File: src/rtl/spi_pkg.sv
// rtl/spi_pkg.sv - shared constants and state encoding for the SPI receive responder
package spi_pkg;

  localparam int FRAME_BITS = 16;
  localparam int ADDR_W     = 5;
  localparam int DEPTH      = 2 ** ADDR_W;
  localparam int CNT_W      = $clog2(FRAME_BITS);

  // One-hot frame sequencer states
  typedef enum logic [4:0] {
    ST_IDLE  = 5'b00001,
    ST_SHIFT = 5'b00010,
    ST_STORE = 5'b00100,
    ST_HOLD  = 5'b01000,
    ST_DONE  = 5'b10000
  } state_e;

endpackage

File: src/rtl/spi_slave_rx_if.sv
// rtl/spi_slave_rx_if.sv - SPI pins plus register-RAM write port of the receive responder
interface spi_slave_rx_if;
  import spi_pkg::*;

  logic                  spi_clk;
  logic                  spi_csn;
  logic                  spi_sdi;
  logic                  spi_sdo;
  logic                  wr_en;
  logic [ADDR_W-1:0]     wr_addr;
  logic [FRAME_BITS-1:0] wr_data;
  logic                  frame_err;
  logic                  rx_end;

  modport master (
    output spi_clk, spi_csn, spi_sdi,
    input  spi_sdo, wr_en, wr_addr, wr_data, frame_err, rx_end
  );

  modport slave (
    input  spi_clk, spi_csn, spi_sdi,
    output spi_sdo, wr_en, wr_addr, wr_data, frame_err, rx_end
  );

endinterface

File: src/rtl/spi_in_sync.sv
// rtl/spi_in_sync.sv - two-flop synchronizer plus history flop with edge outputs
module spi_in_sync #(
  parameter logic RST_VAL = 1'b0
) (
  input  logic clk_i,
  input  logic rst_i,
  input  logic d_i,
  output logic lvl_o,
  output logic rise_o,
  output logic fall_o
);

  logic s1_q, s2_q, s3_q;

  // Synchronize the asynchronous input and keep one cycle of history for edge detection
  always_ff @(posedge clk_i or posedge rst_i) begin
    if (rst_i) begin
      s1_q <= RST_VAL;
      s2_q <= RST_VAL;
      s3_q <= RST_VAL;
    end else begin
      s1_q <= d_i;
      s2_q <= s1_q;
      s3_q <= s2_q;
    end
  end

  assign lvl_o  = s2_q;
  assign rise_o = s2_q & ~s3_q;
  assign fall_o = ~s2_q & s3_q;

endmodule

File: src/rtl/spi_slave_rx.sv
// rtl/spi_slave_rx.sv - SPI frame receiver writing 16-bit words to an external register RAM
module spi_slave_rx
  import spi_pkg::*;
(
  input  logic           sclk,
  input  logic           rst,
  spi_slave_rx_if.slave  bus
);

  logic clk_lvl, clk_rise, clk_fall;
  logic csn_lvl, csn_rise, csn_fall;
  logic sdi_lvl, sdi_rise, sdi_fall;
  logic cs_act;

  spi_in_sync #(.RST_VAL(1'b0)) u_sync_clk (
    .clk_i(sclk), .rst_i(rst), .d_i(bus.spi_clk),
    .lvl_o(clk_lvl), .rise_o(clk_rise), .fall_o(clk_fall)
  );

  // Chip select idles high, so its synchronizer comes out of reset inactive
  spi_in_sync #(.RST_VAL(1'b1)) u_sync_csn (
    .clk_i(sclk), .rst_i(rst), .d_i(bus.spi_csn),
    .lvl_o(csn_lvl), .rise_o(csn_rise), .fall_o(csn_fall)
  );

  // Data is taken from the same synchronizer depth as the clock so it lines up with clk_rise
  spi_in_sync #(.RST_VAL(1'b0)) u_sync_sdi (
    .clk_i(sclk), .rst_i(rst), .d_i(bus.spi_sdi),
    .lvl_o(sdi_lvl), .rise_o(sdi_rise), .fall_o(sdi_fall)
  );

  logic unused_sync;
  assign unused_sync = &{1'b0, clk_lvl, csn_rise, csn_fall, sdi_rise, sdi_fall};

  assign cs_act = ~csn_lvl;

  state_e                state_q, state_d;
  logic [CNT_W-1:0]      bit_cnt_q;
  logic [FRAME_BITS-1:0] shift_q;
  logic [FRAME_BITS-1:0] tx_q;
  logic [FRAME_BITS-1:0] txs_q;
  logic [ADDR_W-1:0]     addr_q;
  logic                  rx_end_q;
  logic                  frame_err_q;
  logic                  abort;
  logic                  last_bit;
  logic                  last_addr;

  assign last_bit  = (bit_cnt_q == CNT_W'(FRAME_BITS - 1));
  assign last_addr = (addr_q == ADDR_W'(DEPTH - 1));

  // State register
  always_ff @(posedge sclk or posedge rst) begin
    if (rst) begin
      state_q <= ST_IDLE;
    end else begin
      state_q <= state_d;
    end
  end

  // Next-state logic; the 16th rise outranks a simultaneous chip-select release
  always_comb begin
    state_d = state_q;
    abort   = 1'b0;
    case (state_q)
      ST_IDLE: begin
        if (cs_act) state_d = ST_SHIFT;
      end
      ST_SHIFT: begin
        if (clk_rise && last_bit) begin
          state_d = ST_STORE;
        end else if (!cs_act) begin
          state_d = ST_IDLE;
          abort   = (bit_cnt_q != '0) || clk_rise;
        end
      end
      ST_STORE: begin
        state_d = last_addr ? ST_DONE : ST_HOLD;
      end
      ST_HOLD: begin
        if (!cs_act) state_d = ST_IDLE;
      end
      ST_DONE: begin
        state_d = ST_DONE;
      end
      default: begin
        state_d = ST_IDLE;
      end
    endcase
  end

  // Datapath: shift in data, shift out readback, advance the write address after each store
  always_ff @(posedge sclk or posedge rst) begin
    if (rst) begin
      bit_cnt_q   <= '0;
      shift_q     <= '0;
      tx_q        <= '0;
      txs_q       <= '0;
      addr_q      <= '0;
      rx_end_q    <= 1'b0;
      frame_err_q <= 1'b0;
    end else begin
      frame_err_q <= abort;
      if (state_q == ST_SHIFT) begin
        if (clk_rise) begin
          shift_q   <= {shift_q[FRAME_BITS-2:0], sdi_lvl};
          bit_cnt_q <= bit_cnt_q + 1'b1;
        end
        if (clk_fall) begin
          txs_q <= {txs_q[FRAME_BITS-2:0], 1'b0};
        end
      end else begin
        bit_cnt_q <= '0;
        // Working copy so an aborted frame never disturbs the last stored word
        if (state_d == ST_SHIFT) txs_q <= tx_q;
      end
      if (state_q == ST_STORE) begin
        tx_q   <= shift_q;
        addr_q <= addr_q + 1'b1;
        if (last_addr) rx_end_q <= 1'b1;
      end
    end
  end

  // Moore outputs decoded from the current state
  always_comb begin
    bus.wr_en   = 1'b0;
    bus.wr_data = '0;
    bus.spi_sdo = 1'b0;
    if (state_q == ST_STORE) begin
      bus.wr_en   = 1'b1;
      bus.wr_data = shift_q;
    end
    if (state_q == ST_SHIFT) begin
      bus.spi_sdo = txs_q[FRAME_BITS-1];
    end
  end

  assign bus.wr_addr   = addr_q;
  assign bus.frame_err = frame_err_q;
  assign bus.rx_end    = rx_end_q;

endmodule
File: src/flat_wrapper.sv
// flat-port wrapper written by rule: the top's interface ports become plain ports
module spi_slave_rx_flat import spi_pkg::*;
  (sclk, rst, bus_spi_clk, bus_spi_csn, bus_spi_sdi, bus_spi_sdo, bus_wr_en, bus_wr_addr, bus_wr_data, bus_frame_err, bus_rx_end);
  spi_slave_rx_if bus_i ();
  input  logic sclk;
  input  logic rst;
  input wire logic [$bits(bus_i.spi_clk)-1:0] bus_spi_clk;
  input wire logic [$bits(bus_i.spi_csn)-1:0] bus_spi_csn;
  input wire logic [$bits(bus_i.spi_sdi)-1:0] bus_spi_sdi;
  output wire logic [$bits(bus_i.spi_sdo)-1:0] bus_spi_sdo;
  output wire logic [$bits(bus_i.wr_en)-1:0] bus_wr_en;
  output wire logic [$bits(bus_i.wr_addr)-1:0] bus_wr_addr;
  output wire logic [$bits(bus_i.wr_data)-1:0] bus_wr_data;
  output wire logic [$bits(bus_i.frame_err)-1:0] bus_frame_err;
  output wire logic [$bits(bus_i.rx_end)-1:0] bus_rx_end;
  assign bus_i.spi_clk = bus_spi_clk;
  assign bus_i.spi_csn = bus_spi_csn;
  assign bus_i.spi_sdi = bus_spi_sdi;
  assign bus_spi_sdo = bus_i.spi_sdo;
  assign bus_wr_en = bus_i.wr_en;
  assign bus_wr_addr = bus_i.wr_addr;
  assign bus_wr_data = bus_i.wr_data;
  assign bus_frame_err = bus_i.frame_err;
  assign bus_rx_end = bus_i.rx_end;
  spi_slave_rx u_core (.sclk(sclk), .rst(rst), .bus(bus_i));
endmodule
File: config.mk
export PLATFORM = sky130hd
export DESIGN_NAME = spi_slave_rx_flat
export DESIGN_NICKNAME = d
export VERILOG_FILES = /design/src/rtl/spi_pkg.sv /design/src/rtl/spi_slave_rx_if.sv /design/src/rtl/spi_in_sync.sv /design/src/rtl/spi_slave_rx.sv /design/src/flat_wrapper.sv
export SDC_FILE = /design/constraint.sdc
export NUM_CORES = 1
export LEC_CHECK = 0
export CAP_MARGIN = 20
export CORE_UTILIZATION = 24
export CTS_CLUSTER_SIZE = 16
export DETAILED_ROUTE_END_ITERATION = 12
export PLACE_DENSITY_LB_ADDON = 0.3
export RECOVER_POWER = 25
export SYNTH_ARGS = -nofsm -noshare
export SYNTH_HDL_FRONTEND = slang
export SYNTH_SLANG_ARGS = --single-unit
File: constraint.sdc
create_clock -name sclk -period 5.5 [get_ports sclk]
set_input_delay 1.375 -clock sclk [delete_from_list [all_inputs] [get_ports sclk]]
set_output_delay 1.375 -clock sclk [all_outputs]
set_load 0.05 [all_outputs]
# ---- Word-level counts from Yosys, hierarchy flattened
# Index checks and enable logic that the tools add are counted.
dict set report word_totals {
  register_bits 71
  latchBits 0
  ram_bits 0
  romBits 0
  in_bits 5
  out_inout_bits 25
  word_cells 54
  mem_count 0
}
dict set report op_classes {
  addsub 2
  n_mul 0
  div 0
  order_cmp 0
  eq_ne 10
  n_shift 0
  muxes 16
  bitwise 4
  n_reduce_logical 7
}
# cell count
set op_table {}
lappend op_table {{two-way mux 16 bit} 4}
lappend op_table {{one-hot mux 5 bit (5 select lines)} 1}
lappend op_table {{two-way mux 5 bit} 4}
lappend op_table {{== test 5 x 2 -> 1 bit, second input constant} 2}
lappend op_table {{== test 5 bit, second input constant} 2}
lappend op_table {{two-way mux 4 bit} 2}
lappend op_table {{AND reduction 2 bit} 3}
lappend op_table {{adder 5 x 1 -> 5 bit, second input constant} 1}
lappend op_table {{== test 5 x 1 -> 1 bit, second input constant} 1}
lappend op_table {{== test 5 x 3 -> 1 bit, second input constant} 1}
lappend op_table {{== test 5 x 4 -> 1 bit, second input constant} 1}
lappend op_table {{two-way mux 1 bit} 5}
lappend op_table {{adder 4 x 1 -> 4 bit, second input constant} 1}
lappend op_table {{== test 4 bit, second input constant} 1}
lappend op_table {{inequality test 2 x 1 -> 1 bit, second input constant} 2}
lappend op_table {{nonzero test 4 bit} 1}
lappend op_table {{bitwise AND 1 bit} 2}
lappend op_table {{NOT 1 bit} 2}
lappend op_table {{nonzero test 2 bit} 1}
lappend op_table {{logical AND 1 bit} 1}
lappend op_table {{logical OR 1 bit} 1}

# ---- Depth between registers and ports, before layout
# Gate-level depths: netlist (run 1).
dict set report depth {
  word_depth 8
  ltp_mapped 7
  depth_no_buf 6
}

# ---- Hierarchy
# From an unflattened synthesis (run 1), not the netlist that was laid out.
dict set report hier_totals {
  hier_cells 241
  hier_area_um2 3206.8
}
# mod instances cells_per_inst area_each_um2 seq_area_each_um2
set by_module_without_submodules {}
lappend by_module_without_submodules {spi_slave_rx 1 223 2921.6 1602.8}
lappend by_module_without_submodules {{spi_in_sync at u_core.u_sync_clk ...} 2 6 93.8 75.1}
lappend by_module_without_submodules {{spi_in_sync at u_core.u_sync_csn} 1 6 97.6 78.8}

# ---- Worst setup path before layout (run 1)
# Ideal clock, no wire load.
dict set report synth_path {
  path_kind {reg-to-output}
  from {register u_core.state_q[3]}
  to {output port bus_wr_data[10]}
  arrival_ns 1.867
  slack_ns 2.258
  path_stages_with_launch 7
  path_buffers 3
  path_cell_list {dfrtp_1 > buf_2 > nand2b_1 > nor4_2 > buf_4 > buf_2 > and2_1}
}
dict set report synth_between {
  elab_chain_cells 2
}
# item line
set synth_lines {}
lappend synth_lines {{start, declared} spi_slave_rx.sv:37} ;# state_e state_q, state_d;
lappend synth_lines {{start signal, assigned} spi_slave_rx.sv:57} ;# state_q <= state_d;
lappend synth_lines {{== test 5 x 3 -> 1 bit} spi_slave_rx.sv:130} ;# if (state_q == ST_STORE) begin
lappend synth_lines {{two-way mux 16 bit} spi_slave_rx.sv:130}
lappend synth_lines {{end, declared} flat_wrapper.sv:13} ;# output wire logic [$bits(bus_i.wr_data)-1:0] bus_wr_data;
# No other way between the ends.

# ---- Final worst setup path (run 1)
dict set report layout_path {
  from {register u_core.state_q[3]}
  to {output port bus_wr_data[13]}
}
# The elaborated chain is that of the path after synthesis.

==> report_table.html, run 1 <==
<table>
<tr><th>Metric</th><th>Value</th></tr>
<tr><th colspan="2">Clock tree</th></tr>
<tr><td>CTS Buf Count</td><td>9</td></tr>
<tr><td>Number of H-tree branching levels</td><td>3</td></tr>
<tr><td>Maximum number of buffers from clock root to sink</td><td>2</td></tr>
<tr><td>Clock latency on the worst-skew pair</td><td>0.33 ns</td></tr>
<tr><td>Clock tree from TritonCTS</td><td>yes</td></tr>
<tr><td>Hold-fix buffers at CTS</td><td>0</td></tr>
<tr><td>Clk sinks</td><td>71</td></tr>
<tr><td>Register clock-pin slew on the reported worst setup and hold paths</td><td>0.06 ns</td></tr>
<tr><td>Gates resized, CTS repair</td><td>0</td></tr>
<tr><td>Setup repair bufs after CTS</td><td>0</td></tr>
<tr><td>Clk root buf</td><td>sky130_fd_sc_hd__clkbuf_16</td></tr>
<tr><th colspan="2">Finish</th></tr>
<tr><td>Total area of multi-input combinational cells</td><td>1160 µm²</td></tr>
<tr><td>Area overhead of the layout relative to synthesis</td><td>25.8%</td></tr>
<tr><td>Final net count</td><td>269</td></tr>
<tr><td>Final cell count without fillers</td><td>433</td></tr>
<tr><td>Antenna diodes</td><td>0</td></tr>
<tr><td>Share of cells above drive strength 1</td><td>0.200</td></tr>
<tr><td>Fill cells</td><td>1231</td></tr>
<tr><td>Area used by sequential logic in the layout</td><td>1780 µm²</td></tr>
<tr><th colspan="2">Power and ir drop</th></tr>
<tr><td>Power density over the cells</td><td>397 nW/µm²</td></tr>
<tr><td>Static power due to leakage</td><td>0.00167 µW</td></tr>
<tr><td>Final Total Pwr</td><td>1510 µW</td></tr>
<tr><td>Peak supply drop</td><td>0.155 mV</td></tr>
<tr><th colspan="2">Hold path</th></tr>
<tr><td>Hold worst-path end</td><td>u_core.u_sync_clk.lvl_o</td></tr>
<tr><td>Type of the most critical hold path</td><td>reg -&gt; reg</td></tr>
<tr><td>Number of instances on the worst hold path</td><td>0</td></tr>
<tr><td>Min-Delay Startpoint</td><td>u_core.u_sync_clk.s1_q</td></tr>
<tr><th colspan="2">Synth</th></tr>
<tr><td>FF+latch count, synth</td><td>71</td></tr>
<tr><td>Netlist cell types</td><td>42</td></tr>
<tr><td>Number of standard cells after synthesis</td><td>230</td></tr>
<tr><td>Post-synth ARST share</td><td>1.00</td></tr>
<tr><td>Sequential-to-total area share from yosys stat</td><td>0.587</td></tr>
<tr><td>Count of flip-flops with a built-in enable after synthesis</td><td>0</td></tr>
<tr><td>Post-synth top flop</td><td>sky130_fd_sc_hd__dfrtp_1</td></tr>
<tr><td>Post-synthesis area per instance</td><td>13.2 µm²</td></tr>
<tr><td>Total number of yosys warnings</td><td>0</td></tr>
<tr><td>Dominant cell type by area after synthesis</td><td>sky130_fd_sc_hd__dfrtp_1</td></tr>
<tr><td>Most used standard cell by instance count after synthesis</td><td>sky130_fd_sc_hd__dfrtp_1</td></tr>
<tr><td>Share of Yosys cell area claimed by the top area cell type</td><td>0.561</td></tr>
<tr><td>Net count of the mapped netlist</td><td>239</td></tr>
<tr><td>Commonest cells in the synthesized netlist</td><td>68 x sky130_fd_sc_hd__dfrtp_1, 25 x sky130_fd_sc_hd__mux2_2, 16 x sky130_fd_sc_hd__and2_1</td></tr>
<tr><td>Post-synthesis cell area</td><td>3030 µm²</td></tr>
<tr><td>Leading post-synthesis cells by cell area</td><td>sky130_fd_sc_hd__dfrtp_1 56%, sky130_fd_sc_hd__mux2_2 9.3%, sky130_fd_sc_hd__o22a_1 4.0%</td></tr>
<tr><th colspan="2">Global route</th></tr>
<tr><td>Global-route wire length before repair</td><td>9710 µm</td></tr>
<tr><td>Grt ovf</td><td>0</td></tr>
<tr><td>Antenna violations before repair</td><td>0</td></tr>
<tr><td>Number of global-route vias before repair</td><td>1977</td></tr>
<tr><td>Pin count of the biggest net entering global routing</td><td>51</td></tr>
<tr><td>GRT Util Overall</td><td>0.0952</td></tr>
<tr><th colspan="2">Outcome</th></tr>
<tr><td>Violations in the final reports</td><td>capacitance limit, slew limit</td></tr>
<tr><td>Result of the run</td><td>finished, violations left</td></tr>
<tr><th colspan="2">Floorplanning</th></tr>
<tr><td>Die ar.</td><td>13100 µm²</td></tr>
<tr><td>Initial Utilization</td><td>0.249</td></tr>
<tr><td>Placement row count</td><td>40</td></tr>
<tr><td>Core Footprint</td><td>12200 µm²</td></tr>
<tr><td>Die H</td><td>114 µm</td></tr>
<tr><td>I/O pins</td><td>30</td></tr>
<tr><td>X dimension of the die</td><td>114 µm</td></tr>
<tr><th colspan="2">Worst setup path</th></tr>
<tr><td>Terminus of the critical flop-to-flop path</td><td>u_core.shift_q[9]</td></tr>
<tr><td>Data required time of the critical path</td><td>4.12 ns</td></tr>
<tr><td>Startpoint type of the worst setup path</td><td>flip-flop</td></tr>
<tr><td>Minimum setup slack among reg-to-reg paths</td><td>3.29 ns</td></tr>
<tr><td>Crit-path max FO</td><td>27</td></tr>
<tr><td>CP Capture Type</td><td>output port</td></tr>
<tr><td>Crit path from</td><td>u_core.state_q[3]</td></tr>
<tr><td>Crit Path Category</td><td>reg -&gt; out</td></tr>
<tr><td>Endpoint arrival time on the critical path</td><td>2.96 ns</td></tr>
<tr><td>Worst R2R Path Depth</td><td>3</td></tr>
<tr><td>Startpoint of the worst register-to-register path</td><td>u_core.u_sync_clk.lvl_o</td></tr>
<tr><th colspan="2">Route</th></tr>
<tr><td>Vias post-DR</td><td>1841</td></tr>
<tr><td>DRC Markers</td><td>0</td></tr>
<tr><td>Number of iterations in the first detailed-routing pass</td><td>4</td></tr>
<tr><td>Residual antenna-violating net count after detailed routing</td><td>0</td></tr>
<tr><td>WL final</td><td>5520 µm</td></tr>
<tr><td>Number of vias per cell after detailed routing</td><td>4.25</td></tr>
<tr><td>DRT iter0 DRCs</td><td>74</td></tr>
<tr><td>Detail-routed net length per standard cell</td><td>12.7 µm</td></tr>
<tr><th colspan="2">Place</th></tr>
<tr><td>Total instance count after detailed placement</td><td>416</td></tr>
<tr><td>Routability-driven placement congestion ratio</td><td>0.654</td></tr>
<tr><td>DP Worst Slack</td><td>1.48 ns</td></tr>
<tr><td>Detailed placement HPWL</td><td>3620 µm</td></tr>
<tr><td>Number of buffer cells added on primary ports</td><td>29</td></tr>
<tr><th colspan="2">STA</th></tr>
<tr><td>Setup tns final</td><td>0 ns</td></tr>
<tr><td>Post-layout min period</td><td>4.33 ns</td></tr>
<tr><td>Transition time at the pin with the least slew margin</td><td>2.29 ns</td></tr>
<tr><td>Hold violation count in the final report</td><td>0</td></tr>
<tr><td>Setup ws final</td><td>1.17 ns</td></tr>
<tr><td>Peak Freq</td><td>0.231 GHz</td></tr>
<tr><td>Worst slew margin relative to its limit</td><td>-0.524</td></tr>
<tr><td>RSZ-0062 raised after global routing</td><td>false</td></tr>
<tr><td>Final-report max-slew violation count</td><td>42</td></tr>
<tr><td>Final cycle utilization of the critical path</td><td>0.788</td></tr>
<tr><td>Final setup violating endpoints</td><td>0</td></tr>
<tr><td>Max Clock Skew</td><td>0.0102 ns</td></tr>
<tr><th colspan="2">Run</th></tr>
<tr><td>Number of violations of the max-capacitance limit</td><td>1</td></tr>
</table>
==> routing by layer <==
layer  vias to the layer above  wire, µm  global-route usage
li1                        881         -                   -
met1                       927      2650               0.121
met2                        24      2600               0.151
met3                         9       152              0.0212
met4                         0       120              0.0519
met5                         -         0                   0
==> cell type report <==
type,count,share of cell area
Sequential cell,71,0.467
Clock buffer,11,0.0663
Tap cell,168,0.0551
Inverter,5,0.00492
Multi-Input combinational cell,141,0.303
Timing Repair Buffer,32,0.0810
Clock inverter,5,0.0226
==> critical path: stages, from the launching register on <==
cell	delay (ns)
sky130_fd_sc_hd__dfrtp_1	0.46
sky130_fd_sc_hd__nand2b_1	0.23
sky130_fd_sc_hd__nor4_4	0.52
sky130_fd_sc_hd__buf_4	0.43
sky130_fd_sc_hd__and2_1	0.18
sky130_fd_sc_hd__clkdlybuf4s50_1	0.79
==> sequential cells by signal (all words and copies together) (netlist names) <==
name	cells
u_core.bus.wr_addr	5
u_core.u_sync_sdi.lvl_o	1
u_core.bus.frame_err	1
u_core.u_sync_csn.lvl_o	1
u_core.u_sync_clk.s3_q	1
u_core.u_sync_sdi.s1_q	1
u_core.bit_cnt_q	4
u_core.txs_q	16
u_core.u_sync_clk.lvl_o	1
u_core.shift_q	16
u_core.state_q	5
u_core.u_sync_csn.s1_q	1
u_core.u_sync_clk.s1_q	1
u_core.tx_q	16
u_core.bus.rx_end	1
==> metrics by stage <==
step | area, µm² | hold slack (ns) | utilization
finish | 3810 | 0.348 | 0.314
global route | 3810 | 0.360 | 0.314
CTS | 3810 | 0.350 | 0.314
detailed placement | 3470 | 0.336 | 0.286
global placement | 3470 | 0.334 | 0.286
floorplan | 3030 | 0.331 | -
==> power breakdown <==
part | leakage, µW | total (µW) | internal [µW] | switching, µW
Combinational | 0.000569 | 204 | 104 | 100
Sequential | 0.000937 | 659 | 604 | 55.4
Clock | 0.000167 | 651 | 426 | 225
==> cell families (layout without fill, tap and decap cells) <==
family | count (synthesis) | count (layout) | synth area share
multiplexers | 35 | 35 | 0.130
AO/OA/AOI/OAI | 40 | 40 | 0.0990
XOR/XNOR | 6 | 6 | 0.0173
flip-flops | 71 | 71 | 0.587
AND/OR/NAND/NOR | 56 | 56 | 0.117
adder cells (fa/ha/maj) | 4 | 4 | 0.0165
buffers and inverters | 18 | 53 | 0.0334
==> worst max-delay path by stage <==
stage          cells after the start         endpoint  slack (ns)
6_report                           5  bus_wr_data[13]        1.17
5_1_grt                            5  bus_wr_data[10]        0.98
4_1_cts                            5  bus_wr_data[14]        1.13
3_5_place_dp                       5   bus_wr_data[8]        1.48
3_3_place_gp                       5  bus_wr_data[11]        1.55
2_1_floorplan                      6  bus_wr_data[10]        2.26
==> cells in the final DEF (no fill, tap or decap), drive strengths merged, types with 4 or more instances in the layout <==
master and instances:
ha 4, nand3 4, a21oi 4, and2 16, nor2b 4, dfrtp 68, nor2 11, o21a 14
inv 7, o22a 14, nand4 4, dlygate4sd3 4, clkbuf 12, mux2 35, nor4 4, nand2 6
clkdlybuf4s50 25
(Power assumes the default switching activity.)
==> run 2: changes to the inputs <==
Clock period 5.5 ns to 3.5 ns, I/O delays scaled along.
==> run 2 against run 1 <==
Effect of this change:
- the run now ends clean
- combinational power rose by 62%
- utilization rose by 0.66 points
- global-route usage grew 0.27 points
- cell area is 2.1% higher
- clock skew is 0.0021 ns higher
- clock-buffer cell count shrank 2
- critical path type unchanged
- highest routed layer unchanged
==> report_table.html, run 2 (synthesis gave the netlist of run 1 again) <==
<table>
<tr><th>Metric</th><th>Value</th></tr>
<tr><th colspan="2">Outcome</th></tr>
<tr><td>Result of the run</td><td>finished, final reports clean (was finished, violations left)</td></tr>
<tr><th colspan="2">Worst setup path</th></tr>
<tr><td>CP Capture Type</td><td>output port (unchanged)</td></tr>
<tr><td>Critical path cell sequence</td><td>nand2b_1 &gt; nor4_4 &gt; buf_4 &gt; clkdlybuf4s50_1 (was nand2b_1 &gt; nor4_4 &gt; buf_4 &gt; and2_1 &gt; clkdlybuf4s50_1)</td></tr>
<tr><td>Startpoint of the worst register-to-register path</td><td>u_core.u_sync_clk.lvl_o (unchanged)</td></tr>
<tr><td>Worst R2R Path Depth</td><td>3 (unchanged)</td></tr>
<tr><td>Endpoint arrival time on the critical path</td><td>2.36 ns (was 2.96 ns)</td></tr>
<tr><td>Startpoint type of the worst setup path</td><td>flip-flop (unchanged)</td></tr>
<tr><td>Highest-delay cell along the critical path</td><td>sky130_fd_sc_hd__clkdlybuf4s50_1 (unchanged)</td></tr>
<tr><td>Crit-path max FO</td><td>18 (was 27)</td></tr>
<tr><td>CP max stage delay</td><td>0.84 ns (was 0.79 ns)</td></tr>
<tr><td>Data required time of the critical path</td><td>2.62 ns (was 4.12 ns)</td></tr>
<tr><td>Crit Path Category</td><td>reg -&gt; out (unchanged)</td></tr>
<tr><td>Crit path from</td><td>u_core.state_q[3] (unchanged)</td></tr>
<tr><th colspan="2">Global route</th></tr>
<tr><td>Global-route wire length before repair</td><td>9960 µm (was 9710 µm)</td></tr>
<tr><td>Pin count of the biggest net entering global routing</td><td>32 (was 51)</td></tr>
<tr><td>Number of global-route vias before repair</td><td>1927 (was 1977)</td></tr>
<tr><td>Antenna violations before repair</td><td>0 (unchanged)</td></tr>
<tr><td>Grt ovf</td><td>0 (unchanged)</td></tr>
<tr><td>GRT Util Overall</td><td>0.0979 (was 0.0952)</td></tr>
<tr><th colspan="2">Run</th></tr>
<tr><td>Number of violations of the max-capacitance limit</td><td>0 (was 1)</td></tr>
<tr><th colspan="2">Route</th></tr>
<tr><td>Vias post-DR</td><td>1865 (was 1841)</td></tr>
<tr><td>DRC Markers</td><td>0 (unchanged)</td></tr>
<tr><td>Number of vias per cell after detailed routing</td><td>4.29 (was 4.25)</td></tr>
<tr><td>DRT iter0 DRCs</td><td>57 (was 74)</td></tr>
<tr><td>WL final</td><td>5700 µm (was 5520 µm)</td></tr>
<tr><td>Residual antenna-violating net count after detailed routing</td><td>0 (unchanged)</td></tr>
<tr><td>Detail-routed net length per standard cell</td><td>13.1 µm (was 12.7 µm)</td></tr>
<tr><td>Number of iterations in the first detailed-routing pass</td><td>6 (was 4)</td></tr>
<tr><th colspan="2">Finish</th></tr>
<tr><td>Post-route cell area</td><td>3890 µm² (was 3810 µm²)</td></tr>
<tr><td>Antenna diodes</td><td>0 (unchanged)</td></tr>
<tr><td>Commonest non-fill, non-tap cell in the layout</td><td>sky130_fd_sc_hd__dfrtp_1 (unchanged)</td></tr>
<tr><td>Final cell count without fillers</td><td>435 (was 433)</td></tr>
<tr><td>Final net count</td><td>271 (was 269)</td></tr>
<tr><td>Share of cells above drive strength 1</td><td>0.247 (was 0.200)</td></tr>
<tr><td>Area overhead of the layout relative to synthesis</td><td>28.4% (was 25.8%)</td></tr>
<tr><td>Leading cell types in the layout, fill and taps excluded</td><td>68 x sky130_fd_sc_hd__dfrtp_1, 25 x sky130_fd_sc_hd__mux2_2, 16 x sky130_fd_sc_hd__and2_1, 16 x sky130_fd_sc_hd__clkdlybuf4s50_1 (was 68 x sky130_fd_sc_hd__dfrtp_1, 25 x sky130_fd_sc_hd__mux2_2, 25 x sky130_fd_sc_hd__clkdlybuf4s50_1)</td></tr>
<tr><td>Fill cells</td><td>1221 (was 1231)</td></tr>
<tr><td>Registers with the most flip-flops</td><td>u_core.shift_q (16), u_core.tx_q (16), u_core.txs_q (16) (unchanged)</td></tr>
<tr><th colspan="2">Floorplanning</th></tr>
<tr><td>I/O pins</td><td>30 (unchanged)</td></tr>
<tr><td>Core Footprint</td><td>12200 µm² (unchanged)</td></tr>
<tr><td>Initial Utilization</td><td>0.249 (unchanged)</td></tr>
<tr><td>Die ar.</td><td>13100 µm² (unchanged)</td></tr>
<tr><td>Placement row count</td><td>40 (unchanged)</td></tr>
<tr><td>X dimension of the die</td><td>114 µm (unchanged)</td></tr>
<tr><td>Die H</td><td>114 µm (unchanged)</td></tr>
<tr><th colspan="2">Clock tree</th></tr>
<tr><td>Hold-fix buffers at CTS</td><td>0 (unchanged)</td></tr>
<tr><td>Maximum number of buffers from clock root to sink</td><td>2 (unchanged)</td></tr>
<tr><td>Gates resized, CTS repair</td><td>0 (unchanged)</td></tr>
<tr><td>Register clock-pin slew on the reported worst setup and hold paths</td><td>0.06 ns (about the same)</td></tr>
<tr><td>Clock tree from TritonCTS</td><td>yes (unchanged)</td></tr>
<tr><td>Setup repair bufs after CTS</td><td>0 (unchanged)</td></tr>
<tr><td>Clk root buf</td><td>sky130_fd_sc_hd__clkbuf_16 (unchanged)</td></tr>
<tr><td>Number of H-tree branching levels</td><td>3 (unchanged)</td></tr>
<tr><td>Clock latency on the worst-skew pair</td><td>0.33 ns (about the same)</td></tr>
<tr><td>CTS Buf Count</td><td>9 (unchanged)</td></tr>
<tr><td>Clk sinks</td><td>71 (unchanged)</td></tr>
<tr><th colspan="2">STA</th></tr>
<tr><td>Final cycle utilization of the critical path</td><td>0.923</td></tr>
<tr><td>Post-layout min period</td><td>3.23 ns</td></tr>
<tr><td>Final-report max-slew violation count</td><td>0 (was 42)</td></tr>
<tr><td>Worst slew margin relative to its limit</td><td>0.248 (was -0.524)</td></tr>
<tr><td>Peak Freq</td><td>0.310 GHz</td></tr>
<tr><td>Transition time at the pin with the least slew margin</td><td>1.13 ns (was 2.29 ns)</td></tr>
<tr><td>Hold violation count in the final report</td><td>0 (unchanged)</td></tr>
<tr><td>Hold_ws</td><td>0.351 ns (was 0.348 ns)</td></tr>
<tr><td>RSZ-0062 raised after global routing</td><td>false (unchanged)</td></tr>
<tr><td>Max Clock Skew</td><td>0.0123 ns (was 0.0102 ns)</td></tr>
<tr><td>Setup tns final</td><td>0 ns (unchanged)</td></tr>
<tr><td>Final setup violating endpoints</td><td>0 (unchanged)</td></tr>
<tr><th colspan="2">Hold path</th></tr>
<tr><td>Min-Delay Startpoint</td><td>u_core.u_sync_sdi.s1_q (was u_core.u_sync_clk.s1_q)</td></tr>
<tr><td>Number of instances on the worst hold path</td><td>0 (unchanged)</td></tr>
<tr><td>Type of the most critical hold path</td><td>reg -&gt; reg (unchanged)</td></tr>
<tr><th colspan="2">Place</th></tr>
<tr><td>Total instance count after detailed placement</td><td>419 (was 416)</td></tr>
<tr><td>Detailed placement HPWL</td><td>3940 µm (was 3620 µm)</td></tr>
<tr><td>Standard cell area after detailed placement</td><td>3550 µm² (was 3470 µm²)</td></tr>
<tr><td>Routability-driven placement congestion ratio</td><td>0.759 (was 0.654)</td></tr>
<tr><td>Number of buffer cells added on primary ports</td><td>29 (unchanged)</td></tr>
<tr><th colspan="2">Power and ir drop</th></tr>
<tr><td>Peak supply drop</td><td>0.210 mV (was 0.155 mV)</td></tr>
<tr><td>Power density over the cells</td><td>619 nW/µm² (was 397 nW/µm²)</td></tr>
<tr><td>Static power due to leakage</td><td>0.00172 µW (was 0.00167 µW)</td></tr>
</table>
==> run 2: final cells by class <==
cell class                 count  area (µm²)  area share
timing repair buffer          34         380      0.0977
inverter                       5        18.8     0.00482
clock inverter                 7         120      0.0308
multi-input combinational    141        1160       0.298
tap                          168         210      0.0540
sequential                    71        1780       0.457
clock buffer                   9         225      0.0578
==> run 2: power breakdown <==
group          switching, µW  internal, µW
logic                    165           165
clock network            349           698
registers               86.6           948
==> run 2: worst paths after layout <==
path	endpoint	slack, ns
setup / recovery	bus_wr_en	0.27
hold / removal	u_core.u_sync_sdi.lvl_o	0.35
max in group asynchronous	u_core.shift_q[5]	1.41
setup reg to reg	u_core.shift_q[13]	1.29
hold reg to reg	u_core.u_sync_sdi.lvl_o	0.35
min in group asynchronous	u_core.u_sync_clk.s1_q	1.28
==> run 2: per-layer routing <==
layer	vias to the layer above	GRT usage	wire, µm
met1	945	0.130	2780
met4	0	0.0494	74
met5	-	0	0
li1	881	-	-
met2	33	0.147	2650
met3	6	0.0254	196
==> run 2: through the flow <==
stage          setup WS, ns   util  total power [µW]
2_1_floorplan         0.758      -              1310
3_3_place_gp          0.636  0.292              1370
3_5_place_dp          0.609  0.292              1390
4_1_cts               0.258  0.320              2440
5_1_grt               0.140  0.320              2530
6_report              0.269  0.320              2410
==> run 2: critical path: cells and delay by family (launching register included) <==
family	cells	cell delay (ns)
buf+inv	2	1.14
flops	1	0.46
simple gates	2	0.43
==> run 3: changes to the inputs <==
Settings changed: CAP_MARGIN 20 to unset, CTS_BUF_LIST set to sky130_fd_sc_hd__clkbuf_2 sky130_fd_sc_hd__clkbuf_4 sky130_fd_sc_hd__clkbuf_8, REMOVE_ABC_BUFFERS set to 1.
==> run 3 against run 2 <==
Effect of this change:
- utilization decreased by 1.6 points
- clock skew increased by 0.0026 ns
- hold slack got worse by 0.00093 ns
- sequential share of layout area increased by 2.4 points
==> report_table.html, run 3 (synthesis gave the netlist of run 1 again) <==
<table>
<tr><th>Metric</th><th>Value</th></tr>
<tr><th colspan="2">Outcome</th></tr>
<tr><td>Result of the run</td><td>finished, final reports clean (unchanged)</td></tr>
<tr><th colspan="2">Finish</th></tr>
<tr><td>Leading cell types in the layout, fill and taps excluded</td><td>68 x sky130_fd_sc_hd__dfrtp_1, 25 x sky130_fd_sc_hd__mux2_2, 16 x sky130_fd_sc_hd__and2_1 (was 68 x sky130_fd_sc_hd__dfrtp_1, 25 x sky130_fd_sc_hd__mux2_2, 16 x sky130_fd_sc_hd__and2_1, 16 x sky130_fd_sc_hd__clkdlybuf4s50_1)</td></tr>
<tr><td>Fraction of the core area covered by cells at the end of the flow</td><td>0.304 (was 0.320)</td></tr>
<tr><td>Registers with the most flip-flops</td><td>u_core.shift_q (16), u_core.tx_q (16), u_core.txs_q (16) (unchanged)</td></tr>
<tr><td>Fill cells</td><td>1229 (was 1221)</td></tr>
<tr><td>Area overhead of the layout relative to synthesis</td><td>22.0% (was 28.4%)</td></tr>
<tr><td>Antenna diodes</td><td>0 (unchanged)</td></tr>
<tr><td>Final cell count without fillers</td><td>433 (was 435)</td></tr>
<tr><td>Commonest non-fill, non-tap cell in the layout</td><td>sky130_fd_sc_hd__dfrtp_1 (unchanged)</td></tr>
<tr><td>Final net count</td><td>269 (was 271)</td></tr>
<tr><td>Share of cells above drive strength 1</td><td>0.253 (was 0.247)</td></tr>
<tr><th colspan="2">STA</th></tr>
<tr><td>Hold_ws</td><td>0.350 ns (was 0.351 ns)</td></tr>
<tr><td>Worst slew margin relative to its limit</td><td>0.233 (was 0.248)</td></tr>
<tr><td>RSZ-0062 raised after global routing</td><td>false (unchanged)</td></tr>
<tr><td>Final setup violating endpoints</td><td>0 (unchanged)</td></tr>
<tr><td>Peak Freq</td><td>0.316 GHz (was 0.310 GHz)</td></tr>
<tr><td>Max Clock Skew</td><td>0.0148 ns (was 0.0123 ns)</td></tr>
<tr><td>Hold violation count in the final report</td><td>0 (unchanged)</td></tr>
<tr><td>Final-report max-slew violation count</td><td>0 (unchanged)</td></tr>
<tr><td>Transition time at the pin with the least slew margin</td><td>1.15 ns (was 1.13 ns)</td></tr>
<tr><td>Final cycle utilization of the critical path</td><td>0.905 (was 0.923)</td></tr>
<tr><td>Post-layout min period</td><td>3.17 ns (was 3.23 ns)</td></tr>
<tr><td>Setup ws final</td><td>0.331 ns (was 0.269 ns)</td></tr>
<tr><th colspan="2">Route</th></tr>
<tr><td>Number of iterations in the first detailed-routing pass</td><td>3 (was 6)</td></tr>
<tr><td>DRC Markers</td><td>0 (unchanged)</td></tr>
<tr><td>Detail-routed net length per standard cell</td><td>12.4 µm (was 13.1 µm)</td></tr>
<tr><td>Number of vias per cell after detailed routing</td><td>4.21 (was 4.29)</td></tr>
<tr><td>DRT iter0 DRCs</td><td>23 (was 57)</td></tr>
<tr><td>Vias post-DR</td><td>1821 (was 1865)</td></tr>
<tr><td>Residual antenna-violating net count after detailed routing</td><td>0 (unchanged)</td></tr>
<tr><td>WL final</td><td>5380 µm (was 5700 µm)</td></tr>
<tr><th colspan="2">Worst setup path</th></tr>
<tr><td>Endpoint arrival time on the critical path</td><td>2.29 ns (was 2.36 ns)</td></tr>
<tr><td>CP Capture Type</td><td>output port (unchanged)</td></tr>
<tr><td>Data required time of the critical path</td><td>2.62 ns (about the same)</td></tr>
<tr><td>Startpoint type of the worst setup path</td><td>flip-flop (unchanged)</td></tr>
<tr><td>Crit-path max FO</td><td>9 (was 18)</td></tr>
<tr><td>Crit Path Category</td><td>reg -&gt; out (unchanged)</td></tr>
<tr><th colspan="2">Floorplanning</th></tr>
<tr><td>Core Footprint</td><td>12200 µm² (unchanged)</td></tr>
<tr><td>X dimension of the die</td><td>114 µm (unchanged)</td></tr>
<tr><td>Die ar.</td><td>13100 µm² (unchanged)</td></tr>
<tr><td>Initial Utilization</td><td>0.249 (unchanged)</td></tr>
<tr><td>I/O pins</td><td>30 (unchanged)</td></tr>
<tr><td>Die H</td><td>114 µm (unchanged)</td></tr>
<tr><td>Placement row count</td><td>40 (unchanged)</td></tr>
<tr><th colspan="2">Power and ir drop</th></tr>
<tr><td>Peak supply drop</td><td>0.245 mV (was 0.210 mV)</td></tr>
<tr><td>Final Total Pwr</td><td>2090 µW (was 2410 µW)</td></tr>
<tr><td>Power density over the cells</td><td>565 nW/µm² (was 619 nW/µm²)</td></tr>
<tr><td>Static power due to leakage</td><td>0.00165 µW (was 0.00172 µW)</td></tr>
<tr><th colspan="2">Place</th></tr>
<tr><td>Detailed placement HPWL</td><td>3460 µm (was 3940 µm)</td></tr>
<tr><td>Number of buffer cells added on primary ports</td><td>29 (unchanged)</td></tr>
<tr><td>Total instance count after detailed placement</td><td>417 (was 419)</td></tr>
<tr><td>Routability-driven placement congestion ratio</td><td>0.738 (was 0.759)</td></tr>
<tr><td>DP Worst Slack</td><td>0.681 ns (was 0.609 ns)</td></tr>
<tr><th colspan="2">Clock tree</th></tr>
<tr><td>Maximum number of buffers from clock root to sink</td><td>2 (unchanged)</td></tr>
<tr><td>Clk root buf</td><td>sky130_fd_sc_hd__clkbuf_8 (was sky130_fd_sc_hd__clkbuf_16)</td></tr>
<tr><td>Clock latency on the worst-skew pair</td><td>0.35 ns (was 0.33 ns)</td></tr>
<tr><td>Gates resized, CTS repair</td><td>0 (unchanged)</td></tr>
<tr><td>Number of H-tree branching levels</td><td>3 (unchanged)</td></tr>
<tr><td>CTS Buf Count</td><td>9 (unchanged)</td></tr>
<tr><td>Hold-fix buffers at CTS</td><td>0 (unchanged)</td></tr>
<tr><td>Clock tree from TritonCTS</td><td>yes (unchanged)</td></tr>
<tr><td>Setup repair bufs after CTS</td><td>0 (unchanged)</td></tr>
<tr><td>Clk sinks</td><td>71 (unchanged)</td></tr>
<tr><td>Register clock-pin slew on the reported worst setup and hold paths</td><td>0.08 ns (was 0.06 ns)</td></tr>
<tr><th colspan="2">Global route</th></tr>
<tr><td>Number of global-route vias before repair</td><td>1850 (was 1927)</td></tr>
<tr><td>Global-route wire length before repair</td><td>9270 µm (was 9960 µm)</td></tr>
<tr><td>Grt ovf</td><td>0 (unchanged)</td></tr>
<tr><td>Antenna violations before repair</td><td>0 (unchanged)</td></tr>
<tr><td>GRT Util Overall</td><td>0.0923 (was 0.0979)</td></tr>
<tr><td>Pin count of the biggest net entering global routing</td><td>49 (was 32)</td></tr>
<tr><th colspan="2">Hold path</th></tr>
<tr><td>Type of the most critical hold path</td><td>reg -&gt; reg (unchanged)</td></tr>
<tr><th colspan="2">Run</th></tr>
<tr><td>Number of violations of the max-capacitance limit</td><td>0 (unchanged)</td></tr>
</table>
==> run 3: final timing paths <==
kind                                        startpoint                 endpoint  slack (ns)  cells past startpoint
worst min-delay path            u_core.u_sync_csn.s1_q  u_core.u_sync_csn.lvl_o        0.35                      0
max in group asynchronous                          rst    u_core.bus.wr_addr[0]        0.68                      3
min in group asynchronous                          rst       u_core.shift_q[11]        1.17                      2
worst max-delay path                 u_core.state_q[3]           bus_wr_data[0]        0.33                      4
worst min register to register  u_core.u_sync_csn.s1_q  u_core.u_sync_csn.lvl_o        0.35                      0
worst max register to register       u_core.state_q[0]         u_core.txs_q[14]        1.48                      4
==> run 3: layout make-up <==
cell class                      count  area [µm²]  share of cell area
Tap cell                          168         210              0.0568
Clock inverter                      7         103              0.0277
Timing Repair Buffer               32         305              0.0825
Clock buffer                        9         124              0.0335
Inverter                            5        18.8             0.00507
Sequential cell                    71        1780               0.481
Multi-Input combinational cell    141        1160               0.313
==> run 3: through the flow <==
stage          instance area, µm²  TNS, ns
6_report                     3700        0
5_1_grt                      3700        0
4_1_cts                      3720        0
3_5_place_dp                 3490        0
3_3_place_gp                 3490        0
2_1_floorplan                2950   -18.27
==> run 3: worst max-delay path, cell delays in order (launching register included) <==
cell and delay, ns:
sky130_fd_sc_hd__dfrtp_1 0.47, sky130_fd_sc_hd__nand2b_1 0.24, sky130_fd_sc_hd__nor4_4 0.26, sky130_fd_sc_hd__and2_1 0.18
sky130_fd_sc_hd__clkdlybuf4s50_1 0.80
==> run 3: power by group <==
group	switching [µW]	internal (µW)	leakage (µW)
registers	88.7	947	0.000937
logic	155	163	0.000603
clock network	329	410	0.000111
==> run 3: routing by layer <==
| layer | GRT usage | vias up | wire length, µm |
|---|---|---|---|
| met5 | 0 | - | 0 |
| met4 | 0.0355 | 0 | 83 |
| met3 | 0.0307 | 9 | 208 |
| met2 | 0.143 | 28 | 2440 |
| met1 | 0.120 | 912 | 2650 |
| li1 | - | 872 | - |
